===== src/rtl/multiport_cache.sv =====
// Fully associative cache with NRD single-cycle read channels and one write port.
// Writes replace lines using a second-chance (clock) policy.
module multiport_cache #(
  parameter int unsigned ADDR_WIDTH = 8,
  parameter int unsigned LINE_WIDTH = 32,
  parameter int unsigned K          = 4,
  parameter int unsigned NRD        = 2
) (
  input  logic                         clock,
  input  logic                         reset,
  input  logic [NRD-1:0]               rd_en,
  input  logic [NRD*ADDR_WIDTH-1:0]    rd_addr,
  output logic [NRD-1:0]               rd_hit,
  output logic [NRD*LINE_WIDTH-1:0]    rd_val,
  input  logic                         wr_valid,
  input  logic [ADDR_WIDTH-1:0]        wr_addr,
  input  logic [LINE_WIDTH-1:0]        wr_val,
  output logic                         wr_ready,
  output logic                         wr_done,
  output logic                         evict_valid,
  output logic [ADDR_WIDTH-1:0]        evict_addr,
  output logic [LINE_WIDTH-1:0]        evict_val,
  output logic [$clog2(K+1)-1:0]       occupancy
);

  localparam int unsigned IW = $clog2(K);
  localparam int unsigned OW = $clog2(K + 1);

  typedef enum logic {IDLE, SCAN} state_e;

  state_e                  state_q, state_d;
  logic [IW-1:0]           hand_q, hand_d, hand_nxt;
  logic [K-1:0]            valid_q, valid_d;
  logic [K-1:0]            ref_q, ref_d;
  logic [ADDR_WIDTH-1:0]   addr_q [K];
  logic [LINE_WIDTH-1:0]   val_q  [K];
  logic [ADDR_WIDTH-1:0]   cap_addr_q, cap_addr_d;
  logic [LINE_WIDTH-1:0]   cap_val_q, cap_val_d;

  logic [NRD-1:0]          rd_hit_q, rd_hit_d;
  logic [NRD*LINE_WIDTH-1:0] rd_val_q, rd_val_d;
  logic                    wr_done_q, wr_done_d;
  logic                    evict_valid_q, evict_valid_d;
  logic [ADDR_WIDTH-1:0]   evict_addr_q, evict_addr_d;
  logic [LINE_WIDTH-1:0]   evict_val_q, evict_val_d;
  logic [OW-1:0]           occ_q, occ_d;

  logic                    wr_hit, free_found, line_we;
  logic [IW-1:0]           wr_hit_idx, free_idx, line_idx;
  logic [ADDR_WIDTH-1:0]   line_addr;
  logic [LINE_WIDTH-1:0]   line_val;

  assign wr_ready    = (state_q == IDLE) && !reset;
  assign rd_hit      = rd_hit_q;
  assign rd_val      = rd_val_q;
  assign wr_done     = wr_done_q;
  assign evict_valid = evict_valid_q;
  assign evict_addr  = evict_addr_q;
  assign evict_val   = evict_val_q;
  assign occupancy   = occ_q;

  assign hand_nxt = (hand_q == IW'(K - 1)) ? '0 : hand_q + IW'(1);

  always_comb begin
    wr_hit     = 1'b0;
    wr_hit_idx = '0;
    for (int unsigned i = 0; i < K; i++) begin
      if (valid_q[i] && addr_q[i] == wr_addr) begin
        wr_hit     = 1'b1;
        wr_hit_idx = IW'(i);
      end
    end
    free_found = 1'b0;
    free_idx   = '0;
    for (int unsigned i = K; i > 0; i--) begin
      if (!valid_q[i-1]) begin
        free_found = 1'b1;
        free_idx   = IW'(i - 1);
      end
    end
  end

  always_comb begin
    rd_hit_d      = rd_hit_q;
    rd_val_d      = rd_val_q;
    valid_d       = valid_q;
    ref_d         = ref_q;
    state_d       = state_q;
    hand_d        = hand_q;
    cap_addr_d    = cap_addr_q;
    cap_val_d     = cap_val_q;
    wr_done_d     = 1'b0;
    evict_valid_d = 1'b0;
    evict_addr_d  = evict_addr_q;
    evict_val_d   = evict_val_q;
    occ_d         = occ_q;
    line_we       = 1'b0;
    line_idx      = '0;
    line_addr     = wr_addr;
    line_val      = wr_val;

    for (int unsigned c = 0; c < NRD; c++) begin
      if (rd_en[c]) begin
        rd_hit_d[c]                         = 1'b0;
        rd_val_d[c*LINE_WIDTH +: LINE_WIDTH] = '0;
        for (int unsigned i = 0; i < K; i++) begin
          if (valid_q[i] && addr_q[i] == rd_addr[c*ADDR_WIDTH +: ADDR_WIDTH]) begin
            rd_hit_d[c]                         = 1'b1;
            rd_val_d[c*LINE_WIDTH +: LINE_WIDTH] = val_q[i];
            ref_d[i]                            = 1'b1;
          end
        end
      end
    end

    // Scan updates come after read-hit ref sets so a same-cycle clear wins.
    unique case (state_q)
      IDLE: begin
        if (wr_valid && wr_ready) begin
          if (wr_hit) begin
            line_we         = 1'b1;
            line_idx        = wr_hit_idx;
            ref_d[wr_hit_idx] = 1'b1;
            wr_done_d       = 1'b1;
          end else if (free_found) begin
            line_we           = 1'b1;
            line_idx          = free_idx;
            valid_d[free_idx] = 1'b1;
            ref_d[free_idx]   = 1'b1;
            wr_done_d         = 1'b1;
            if (occ_q < OW'(K)) occ_d = occ_q + OW'(1);
          end else begin
            state_d    = SCAN;
            cap_addr_d = wr_addr;
            cap_val_d  = wr_val;
          end
        end
      end
      SCAN: begin
        hand_d = hand_nxt;
        if (ref_q[hand_q]) begin
          ref_d[hand_q] = 1'b0;
        end else begin
          evict_valid_d = 1'b1;
          evict_addr_d  = addr_q[hand_q];
          evict_val_d   = val_q[hand_q];
          line_we       = 1'b1;
          line_idx      = hand_q;
          line_addr     = cap_addr_q;
          line_val      = cap_val_q;
          ref_d[hand_q] = 1'b1;
          wr_done_d     = 1'b1;
          state_d       = IDLE;
        end
      end
      default: state_d = IDLE;
    endcase
  end

  always_ff @(posedge clock) begin
    if (reset) begin
      state_q       <= IDLE;
      hand_q        <= '0;
      valid_q       <= '0;
      ref_q         <= '0;
      rd_hit_q      <= '0;
      rd_val_q      <= '0;
      wr_done_q     <= 1'b0;
      evict_valid_q <= 1'b0;
      evict_addr_q  <= '0;
      evict_val_q   <= '0;
      occ_q         <= '0;
      cap_addr_q    <= '0;
      cap_val_q     <= '0;
    end else begin
      state_q       <= state_d;
      hand_q        <= hand_d;
      valid_q       <= valid_d;
      ref_q         <= ref_d;
      rd_hit_q      <= rd_hit_d;
      rd_val_q      <= rd_val_d;
      wr_done_q     <= wr_done_d;
      evict_valid_q <= evict_valid_d;
      evict_addr_q  <= evict_addr_d;
      evict_val_q   <= evict_val_d;
      occ_q         <= occ_d;
      cap_addr_q    <= cap_addr_d;
      cap_val_q     <= cap_val_d;
      if (line_we) begin
        addr_q[line_idx] <= line_addr;
        val_q[line_idx]  <= line_val;
      end
    end
  end

endmodule


===== config.mk =====
export PLATFORM = sky130hd
export DESIGN_NAME = multiport_cache
export DESIGN_NICKNAME = d
export VERILOG_FILES = /design/src/rtl/multiport_cache.sv
export SDC_FILE = /design/constraint.sdc
export NUM_CORES = 1
export LEC_CHECK = 0
export CORE_AREA = 2 2 214 216
export DETAILED_ROUTE_END_ITERATION = 8
export DIE_AREA = 0 0 216 218
export PLACE_DENSITY = 0.53
export SLEW_MARGIN = 10
export SYNTH_ARGS = -nofsm -noshare
export SYNTH_HDL_FRONTEND = slang
export SYNTH_SLANG_ARGS = --single-unit

===== constraint.sdc =====
create_clock -name clock -period 8.5 [get_ports clock]
set_input_delay 2.55 -clock clock [delete_from_list [all_inputs] [get_ports clock]]
set_output_delay 2.55 -clock clock [all_outputs]
set_load 0.05 [all_outputs]

==> reports/qor.csv <==
stage,metric,value,unit
sta,slew_headroom,19.8,%
cts,holdBufCountCts,0,
cts,path_clk_slew,0.06,ns
cts,htreeDepth,2,
setup_path,critPathKind,in2out,
placement,post_dp_cell_area,17600,um^2
route,ant_nets,0,
power,p_int,2.77,mW
finish,final_layout_size_suffix_gt1_share,9.69,%
cts,cts_made_buffers,36,
floorplan,start_util,34.6,%
global_route,antenna_found_initial,0,
synthesis,synth_seq_cells,322,
sta,setup_ws,2.01,ns
global_route,busiest_layer,met2,
sta,hold_viol_final,0,
route,vias,12000,
power,total_power,3.62,mW
synthesis,ys_warn_count,0,
setup_path,end_kind,primary output,
setup_path,crit_arrival,3.94,ns
setup_path,required,5.95,ns
synthesis,netlist_instances,1473,
floorplan,die_h,218,um
route,dr.first_iter.drc_count,1071,
setup_path,crit_fanout,79,
finish,area_growth,21.5,%
cts,cts_setup_buffers,0,
setup_path,worstPathCellList,"buf_6, nor2_2, clkdlybuf4s50_1",
synthesis,ys_seq_area_share,51.7,%
placement,gp_congestion,0.878,
power,power_switching,0.845,mW
setup_path,ff2ff_setup_slack,4.50,ns
sta,clock-skew-final,0.0199,ns
finish,nNetsFinal,1648,
sta,drv_slew,0,
global_route,grt_pass1_wl,74400,um
sta,setup_violations,0,
route,drc,0,
flow_run,maxCapViolCount,0,
floorplan,die_w,216,um
route,drt-vias-per-instance,5.44,
power,powerDensity,191,nW/um^2
worst_hold_path,min_path_type,reg2reg,
power,p_clk_share,45.4,%
sta,worstMarginPinSlew,1.20,ns
power,irDropWorstVdd,131,uV
global_route,grtUsageMet1,27.6,%
cts,cts_resized,0,
route,wl_per_cell,22.7,um
cts,clock_path_buffers,3,
sta,rsz0062_at_grt,false,
power,seqPwrFrac,46.5,%
setup_path,cp-start-kind,input pin,
global_route,overflow,0,
power,power_frac_comb,8.1,%
cts,cts_tree,built,
placement,dp_hpwl,30300,um
floorplan,dieArea,47100,um^2
global_route,met3_usage,3.38,%
route,drtPass1Iterations,7,
finish,fin_util,42.1,%
synthesis,postSynth.asyncResetShare,0,%
route,totalWireLength,50100,um
power,p_sw_share,23.4,%
status,run_status,finished clean,
setup_path,cpMaxStageDelayCell,clkdlybuf4s50_1,
floorplan,rows,78,
synthesis,synth_edf_count,160,
global_route,grt_max_degree,86,
synthesis,postSynthAreaPerCell,10.6,um^2
cts,clock-sinks,322,
floorplan,core_area,44900,um^2
sta,post-route-min-period,6.49,ns
floorplan,io_pins,173,
placement,port_buffers,172,
global_route,grt_pass1_vias,11800,
synthesis,synth_nets,1539,
setup_path,worst_path_largest_cell_delay,0.74,ns
sta,fin_crit_sh,76.4,%
finish,fin_area,18900,um^2
synthesis,ys_types,63,
synthesis,syn-cell-area,15600,um^2
cts,clock-root-buffer,clkbuf_16,
sta,max_freq,154,MHz
power,leakagePower,6.74,nW
finish,diodes,0,
global_route,grtUsageTotal,20.9,%
global_route,grt_use_met2,34.3,%
synthesis,synthFlopType,dfxtp_1,
cts,clkLatencyLatePin,0.54,ns
placement,dp_slack,2.02,ns
sta,tns,0,ns
## cells in the final DEF, fill, tap and decap left out, types with 17 or more instances in the layout
| cell type | synthesis | routed |
|---|---|---|
| a211oi_1 | 100 | 100 |
| a21oi_1 | 84 | 84 |
| a221o_1 | 32 | 32 |
| buf_4 | 8 | 17 |
| clkbuf_16 | 0 | 39 |
| clkdlybuf4s50_1 | 0 | 169 |
| dfxtp_1 | 162 | 160 |
| edfxtp_1 | 160 | 160 |
| inv_1 | 71 | 71 |
| mux2i_1 | 44 | 44 |
| mux4_2 | 36 | 36 |
| nand2_1 | 243 | 242 |
| nor2_1 | 85 | 84 |
| o21ai_0 | 23 | 23 |
| o21bai_1 | 33 | 33 |
| o221ai_1 | 32 | 32 |
| o22ai_1 | 35 | 35 |
| xnor2_1 | 64 | 64 |
| xor2_1 | 31 | 31 |
## worst paths after layout
kind | start | to | cells after the start
min | evict_val[26]$_SDFFE_PP0P_ | evict_val[26]$_SDFFE_PP0P_ | 2
min reg2reg | evict_val[26]$_SDFFE_PP0P_ | evict_val[26]$_SDFFE_PP0P_ | 2
max reg2reg | hand_q[0]$_SDFFE_PP0P_ | val_q[3][20]$_DFFE_PP_ | 7
max | reset | wr_ready | 3
## Yosys cell counts (9+ instances only)
| library cell | n | area share, % |
|---|---|---|
| nand2_1 | 243 | 5.9 |
| dfxtp_1 | 162 | 21 |
| edfxtp_1 | 160 | 31 |
| a211oi_1 | 100 | 4.8 |
| nor2_1 | 85 | 2.1 |
| a21oi_1 | 84 | 2.7 |
| inv_1 | 71 | 1.7 |
| clkbuf_1 | 67 | 1.6 |
| xnor2_1 | 64 | 3.6 |
| mux2i_1 | 44 | 2.8 |
| mux4_2 | 36 | 5.2 |
| o22ai_1 | 35 | 1.4 |
| o21bai_1 | 33 | 1.6 |
| a221o_1 | 32 | 2.1 |
| o221ai_1 | 32 | 1.8 |
| xor2_1 | 31 | 1.7 |
| buf_2 | 23 | 0.74 |
| o21ai_0 | 23 | 0.74 |
| nand4_1 | 11 | 0.44 |
| nor3_1 | 11 | 0.35 |
| o21ai_1 | 11 | 0.35 |
| buf_6 | 10 | 0.72 |
| nor4_1 | 9 | 0.36 |
## sequential cells by signal (all words and copies together), names as in the netlist
signal,flops
val_q,128
rd_val,64
addr_q,32
cap_val_q,32
evict_val,32
cap_addr_q,8
evict_addr,8
ref_q,4
valid_q,4
occupancy,3
hand_q,2
rd_hit,2
evict_valid,1
state_q,1
wr_done,1
## per-layer routing
layer | wire [um] | vias to the layer above
met5 | 0 | -
li1 | - | 5615
met3 | 3060 | 113
met1 | 21800 | 5857
met4 | 1540 | 0
met2 | 23700 | 445
## cells by family after synthesis
family | share of synthesized area [%]
buffers and inverters | 5.66
xor gates and xnor gates | 5.45
and+or+nand+nor | 11.2
adders and majority gates | 0.402
AOI/OAI and AO/OA | 16.8
muxes | 8.72
DFF | 51.7
## power groups by stage
stage | sequential (mW) | clock (mW) | combinational, mW
after floorplan | 1.76 | 0 | 0.135
after global placement | 1.71 | 0 | 0.293
after detailed placement | 1.71 | 0 | 0.295
after CTS | 1.68 | 1.68 | 0.296
after global routing | 1.68 | 1.74 | 0.314
final | 1.68 | 1.64 | 0.294
## critical path: cells and delay by family
kind | cells | cell delay [ns]
buffers and inverters | 2 | 1.21
AND/OR/NAND/NOR | 1 | 0.10
## final cells by class
cell class / count / area (um^2)
Tap cell: 600 / 751
Fill cell: 4326 / 26000
Inverter: 74 / 283
Timing Repair Buffer: 189 / 1840
Clock inverter: 15 / 186
Sequential cell: 322 / 8050
Clock buffer: 51 / 1070
Multi-Input combinational cell: 959 / 6710
## per-stage QoR
step                      instances  hold slack (ns)
after floorplan                1473            0.463
after global placement         2144            0.447
after detailed placement       2144            0.446
after CTS                      2210            0.455
after global routing           2210            0.477
final                          2210            0.452
Note: power is estimated with default switching activity, not from simulation.
